===== src/rtl/remote_tx.sv =====
// Quiz-remote transmitter: debounces eight active-low buttons and sends each clean
// single-button press as a serial frame (start, 8 data LSB first, odd parity, stop).
module remote_tx #(
    parameter int CLK_DIV  = 16,
    parameter int DEBOUNCE = 4
) (
    input  logic       clk,
    input  logic       rst_n,
    input  logic [7:0] btn_n,
    output logic       tx,
    output logic       busy,
    output logic       sent,
    output logic [7:0] code_out
);
    localparam int DW = $clog2(DEBOUNCE + 1);
    localparam int CW = $clog2(CLK_DIV);
    localparam logic [DW-1:0] DB_MAX   = DW'(DEBOUNCE);
    localparam logic [CW-1:0] DIV_LAST = CW'(CLK_DIV - 1);

    localparam logic [2:0] S_IDLE   = 3'd0;
    localparam logic [2:0] S_START  = 3'd1;
    localparam logic [2:0] S_DATA   = 3'd2;
    localparam logic [2:0] S_PARITY = 3'd3;
    localparam logic [2:0] S_STOP   = 3'd4;

    logic [7:0]    sync1, sync2;
    logic [7:0]    stb, stb_next, stb_inv;
    logic [7:0]    shreg;
    logic [DW-1:0] db_cnt, db_next;
    logic [CW-1:0] div_cnt;
    logic [2:0]    state;
    logic [2:0]    bit_idx;
    logic          armed;
    logic          one_low;
    logic          accept;
    logic          div_done;

    always_ff @(posedge clk or negedge rst_n) begin
        if (!rst_n) begin
            sync1 <= 8'hFF;
            sync2 <= 8'hFF;
        end else begin
            sync1 <= btn_n;
            sync2 <= sync1;
        end
    end

    // sync1 is the next value of sync2, so equality means sync2 held another cycle.
    always_comb begin
        db_next = db_cnt;
        if (sync1 != sync2) begin
            db_next = '0;
        end else if (db_cnt != DB_MAX) begin
            db_next = db_cnt + DW'(1);
        end
    end

    // Acceptance looks at the stable vector being loaded this edge, not the old one.
    assign stb_next = (db_next == DB_MAX) ? sync2 : stb;
    assign stb_inv  = ~stb_next;
    assign one_low  = (stb_inv != 8'h00) && ((stb_inv & (stb_inv - 8'h01)) == 8'h00);
    assign accept   = (state == S_IDLE) && armed && one_low;
    assign div_done = (div_cnt == DIV_LAST);
    assign busy     = (state != S_IDLE);

    always_ff @(posedge clk or negedge rst_n) begin
        if (!rst_n) begin
            db_cnt <= '0;
            stb    <= 8'hFF;
            armed  <= 1'b1;
        end else begin
            db_cnt <= db_next;
            stb    <= stb_next;
            if (accept) begin
                armed <= 1'b0;
            end else if (stb_next == 8'hFF) begin
                armed <= 1'b1;
            end
        end
    end

    always_ff @(posedge clk or negedge rst_n) begin
        if (!rst_n) begin
            state    <= S_IDLE;
            tx       <= 1'b1;
            sent     <= 1'b0;
            code_out <= 8'hFF;
            shreg    <= 8'hFF;
            div_cnt  <= '0;
            bit_idx  <= '0;
        end else begin
            sent <= 1'b0;
            case (state)
                S_IDLE: begin
                    tx <= 1'b1;
                    if (accept) begin
                        state    <= S_START;
                        tx       <= 1'b0;
                        div_cnt  <= '0;
                        shreg    <= stb_next;
                        code_out <= stb_next;
                    end
                end
                S_START: begin
                    if (div_done) begin
                        div_cnt <= '0;
                        bit_idx <= '0;
                        state   <= S_DATA;
                        tx      <= shreg[0];
                    end else begin
                        div_cnt <= div_cnt + CW'(1);
                    end
                end
                S_DATA: begin
                    if (div_done) begin
                        div_cnt <= '0;
                        if (bit_idx == 3'd7) begin
                            state <= S_PARITY;
                            tx    <= ~^code_out;
                        end else begin
                            bit_idx <= bit_idx + 3'd1;
                            shreg   <= {1'b1, shreg[7:1]};
                            tx      <= shreg[1];
                        end
                    end else begin
                        div_cnt <= div_cnt + CW'(1);
                    end
                end
                S_PARITY: begin
                    if (div_done) begin
                        div_cnt <= '0;
                        state   <= S_STOP;
                        tx      <= 1'b1;
                    end else begin
                        div_cnt <= div_cnt + CW'(1);
                    end
                end
                S_STOP: begin
                    if (div_done) begin
                        div_cnt <= '0;
                        state   <= S_IDLE;
                        tx      <= 1'b1;
                        sent    <= 1'b1;
                    end else begin
                        div_cnt <= div_cnt + CW'(1);
                    end
                end
                default: begin
                    state <= S_IDLE;
                    tx    <= 1'b1;
                end
            endcase
        end
    end
endmodule

===== config.mk =====
export PLATFORM = sky130hd
export DESIGN_NAME = remote_tx
export DESIGN_NICKNAME = d
export VERILOG_FILES = /design/src/rtl/remote_tx.sv
export SDC_FILE = /design/constraint.sdc
export NUM_CORES = 1
export LEC_CHECK = 0
export BUFFER_PORTS_ARGS = -buffer_cell sky130_fd_sc_hd__buf_4
export CAP_MARGIN = 25
export CORE_MARGIN = 4
export CORE_UTILIZATION = 62
export CTS_BUF_LIST = sky130_fd_sc_hd__clkbuf_8
export DETAILED_ROUTE_END_ITERATION = 8
export PLACE_DENSITY = 0.94
export SLEW_MARGIN = 20
export SYNTH_ARGS = -nofsm -noshare
export SYNTH_HDL_FRONTEND = slang
export SYNTH_SLANG_ARGS = --single-unit
export TNS_END_PERCENT = 50

===== constraint.sdc =====
create_clock -name clk -period 3.55 [get_ports clk]
set_clock_uncertainty 0.15 [all_clocks]
set_input_delay 0.5325 -clock clk [delete_from_list [all_inputs] [get_ports clk]]
set_output_delay 0.5325 -clock clk [all_outputs]
set_load 0.02 [all_outputs]

# After elaboration in Yosys (flattened, before gate mapping)

Index checks and enable logic that the tools add are counted.

Reductions and logical operators: 20
Muxes and demuxes: 30
Equality and inequality tests: 18
Bitwise logic cells: 2
Add/subtract/negate cells: 4

Operator list:

| operator                                          | number |
|---|---|
| two-way mux 8 bit                                 | 4 |
| two-way mux 3 bit                                 | 10 |
| one-hot mux 8 bit (2 select lines)                | 1 |
| one-hot mux 3 bit (5 select lines)                | 1 |
| != test 2 bit (second input constant)             | 7 |
| == test 3 bit (second input constant)             | 3 |
| two-way mux 1 bit                                 | 9 |
| AND 8 bit                                         | 1 |
| == test 8 bit (second input constant)             | 1 |
| zero test 8 bit                                   | 1 |
| two-way mux 4 bit                                 | 2 |
| != test 8 bit                                     | 1 |
| inverter 8 bit                                    | 1 |
| one-hot mux 4 bit (2 select lines)                | 1 |
| AND reduction 4 bit                               | 2 |
| nonzero test 2 bit                                | 4 |
| nonzero test 8 bit                                | 1 |
| XNOR reduction 8 bit                              | 1 |
| subtractor 8 x 1 -> 8 bit (second input constant) | 1 |
| adder 3 x 1 -> 3 bit (second input constant)      | 2 |
| == test 3 x 2 -> 1 bit (second input constant)    | 2 |
| one-hot mux 3 bit (2 select lines)                | 1 |
| AND reduction 6 bit                               | 1 |
| adder 4 x 1 -> 4 bit (second input constant)      | 1 |
| 12 further kinds                                  | 15 |

Logic and storage cells: 86
Output and inout port bits: 11
Register bits after elaboration: 56
Input bits: 10

# Depth between registers and ports, before layout

Depth in word-level cells: 13
Mapped depth: 11
Mapped depth without buffers: 9

# Worst setup path after synthesis

No wires, ideal clock.

Path type: flip-flop to flip-flop
Start: reg db_cnt[0]
End: reg code_out[0]
Data required time: 3318 ps
Stages on the path, launching flop included: 9
Period minus slack after synthesis: 2521 ps
Slack: 1029 ps
Library setup time: 82 ps
Arrival time: 2288 ps
Buffers on the path: 1
Cell sequence: dfrtp_1 -> inv_1 -> ha_1 -> or3b_1 -> a311oi_2 -> nand3_2 -> o2111ai_2 -> buf_6 -> mux2_4

Word-level cells in the longest chain between the ends: 12
Elaborated cells between the ends (all ways): 14
Classes of those cells: 2 x add/sub; 2 x eq/ne; 3 x mux; 2 x bitwise; 5 x reduce/logical

RTL lines:

| item                                                  | line   | source |
|---|---|---|
| start: declaration                                    | 29     | `logic [DW-1:0] db_cnt, db_next;` |
| start signal: assignment                              | 72     | `db_cnt <= db_next;` |
| adder 3 x 1 -> 3 bit or != test 3 bit (tied branches) | 54, 53 |  |
| two-way mux 3 bit *                                   | 53     | `end else if (db_cnt != DB_MAX) begin` |
| two-way mux 3 bit *                                   | 51     | `if (sync1 != sync2) begin` |
| == test 3 bit *                                       | 59     | `assign stb_next = (db_next == DB_MAX) ? sync2 : stb;` |
| two-way mux 8 bit *                                   | 59     |  |
| inverter 8 bit                                        | 60     | `assign stb_inv = ~stb_next;` |
| subtractor 8 x 1 -> 8 bit                             | 61     | `assign one_low = (stb_inv != 8'h00) && ((stb_inv & (stb_inv - 8'h01)) == 8'h00);` |
| AND 8 bit                                             | 61     |  |
| zero test 8 bit                                       | 61     |  |
| logical AND 1 bit                                     | 61     |  |
| logical AND 1 bit                                     | 62     | `assign accept = (state == S_IDLE) && armed && one_low;` |
| AND reduction 2 bit (no line)                         | n/a    |  |
| end signal: assignment                                | 101    | `code_out <= stb_next;` |
| end: declaration                                      | 13     | `output logic [7:0] code_out` |

Mark *: on every way between the ends. The rest lies on a longest branch, timed or not.
A chain may end at the register's enable or synchronous reset.

# Worst setup path in the final report

Same ends and word-level chain as after synthesis.

==> results.cfg <==
[outcome]
status = completed

[die]
die_area_sq_um = 5520
core_sq_um = 4120
num_rows = 23
start_util = 0.662
die_h_um = 74.3
io_pins = 21
die_w_um = 74.3

[logic_synthesis]
netlist_area_sq_um = 2720
synth_common_cells = dfstp_2, nand2_1, dfrtp_1
yosysMostFrequentCell = dfstp_2
synth_edf_count = 0
ys_seq_area_frac = 0.534
yosysTopAreaCell = dfstp_2
syn_nets = 253
synth_seq_cells = 56
synth_top_area_frac = 0.405
syn_inst = 238
synthArstFlopShare = 1.00
yosysWarnings = 0
synthFlopType = dfstp_2
yosys.cell_types.count = 54
avgSynthCellArea_sq_um = 11.4
synthTopCellsByArea = dfstp_2, dfrtp_1, nand2_1, mux2_4, xor2_1

[cts]
path_clk_slew_ps = 100
insertion_delay_ps = 310
numCtsBuffers = 5
post_cts_resized = 0
post_cts_buffers = 0
htreeDepth = 2
cts_root_buf = clkbuf_8
tritoncts = built
clock-sinks = 56
cts_buffer_depth = 2
hold_buffers = 0

[placed_design]
gp_congestion = 0.841
pre_cts_ws_ps = 597
port_buffers = 20
dp.cells = 302
post-dp-hpwl_mm = 3.83

[power]
ir_worst_vdd_v = 0.000270
p_leak_nw = 1.30
power_per_cell_area_nw_per_um2 = 373

[timing]
tns_ps = 0
worst_slew_pin_slew_ps = 666
postLayoutSetupSlackWorst_ps = 541
rsz0062_at_grt = false
finalSetupViolations = 0
relSlewSlack = 0.552
fmax_mhz = 332
slew_viol_final = 0
min_period_ps = 3010
final_hold_viol_count = 0
period_share = 0.848

[grt]
antenna_found_initial = 0
grt_max_degree = 57
grt_pass1_vias = 1881
grt_pass1_wl_mm = 8.93
overflow = 0
grt_usage = 0.216

[route]
drc = 0
dr.pass1.iters = 4
wl_mm = 5.27
via_per_inst = 6.21
drtIter0Drc = 175
ant_nets = 0
via_count = 1926
wl_per_cell_um = 17.0

[job]
maxCapViolations = 0

[critical_path]
required_ps = 3650
crit_path_end_kind = flip-flop
worstPathArrival_ps = 3110
path_class = reg2reg
crit_fanout = 16
start_kind = flip-flop

[cells_and_area]
utilization = 0.732
nets = 274
area_growth_syn_to_layout_pct = 10.6
drive_above_1_share = 0.377
layout.cells.non_filler = 310
diodes = 0

[min_path]
hp-class = in2async
-- cell type report --
type / count / area (sq um)
well taps: 50 / 62.6
fillers: 280 / 1100
multi-input cells: 164 / 1170
flip-flops and latches: 56 / 1450
repair buffers: 23 / 173
inverters: 9 / 33.8
clock inverters: 3 / 46.3
clock buffers: 5 / 68.8
-- state kept, by name, summed over array words and instances, names as in the netlist --
register / count
code_out: 8
shreg: 8
stb: 8
sync1: 8
sync2: 8
div_cnt: 4
bit_idx: 3
db_cnt: 3
state: 3
armed: 1
sent: 1
tx: 1
-- critical path, stage by stage (launching register included) --
cell and delay, ps:
dfrtp_1 440, inv_1 60, ha_1 230, or3b_1 370
a311oi_2 300, nand3_2 120, buf_4 240, o2111ai_2 390
buf_4 310, mux2_4 320
-- stage by stage --
step / instance area (sq um) / hold WS, ps / total power [mW]
2_1_floorplan: 2720 / 86.9 / 0.690
4_1_cts: 3010 / 114 / 1.13
5_1_grt: 3010 / 146 / 1.16
3_5_place_dp: 2900 / 214 / 0.715
6_report: 3010 / 92.9 / 1.12
3_3_place_gp: 2900 / 211 / 0.712
-- routing by layer --
metal  up-vias  global-route usage  wire length (um)  part of all wire
met1       958               0.302              2400              0.46
li1        895                   -                 -                 -
met4         0              0.0968               153             0.029
met3        16              0.0459               252             0.048
met2        57               0.328              2460              0.47
met5         -                   0                 0                 0
-- cells in the final DEF (no fill, tap or decap), drive strengths merged, types with 6 or more instances in the layout --
| cell | netlist | final |
|---|---|---|
| nor3 | 6 | 6 |
| nor2 | 12 | 12 |
| a21oi | 7 | 7 |
| nand3 | 10 | 10 |
| dfstp | 42 | 42 |
| mux2 | 9 | 9 |
| o21ai | 9 | 9 |
| nand2 | 27 | 27 |
| dfrtp | 14 | 14 |
| buf | 4 | 23 |
| o221a | 7 | 7 |
| inv | 9 | 10 |
| or2 | 7 | 7 |
| xnor2 | 8 | 8 |
| xor2 | 10 | 10 |
-- worst paths after layout --
path / startpoint / to / slack (ps) / cells after the start
max: db_cnt[0] / code_out[0] / 540 / 9
min: rst_n / db_cnt[0] / 90 / 1
max reg2reg: db_cnt[0] / code_out[0] / 540 / 9
min reg2reg: sync1[0] / sync2[0] / 220 / 0
max in group asynchronous: rst_n / state[2] / 2710 / 1
min in group clk: btn_n[1] / sync1[1] / 160 / 1
-- power by group --
group	leakage [nW]	total, mW	internal [mW]	switching, mW
registers	0.632	0.668	0.657	0.0117
clock network	0.0548	0.421	0.213	0.208
logic	0.610	0.0351	0.0137	0.0214
-- cells by family after synthesis --
| family | after synthesis | synth area share |
|---|---|---|
| buffers and inverters | 18 | 0.0349 |
| XOR/XNOR | 18 | 0.0579 |
| multiplexers | 14 | 0.0639 |
| AND/OR/NAND/NOR | 78 | 0.143 |
| AO/OA/AOI/OAI | 48 | 0.140 |
| flip-flops | 56 | 0.534 |
| adder cells (fa/ha/maj) | 6 | 0.0266 |
No activity file was read; power rests on OpenSTA's default activity.
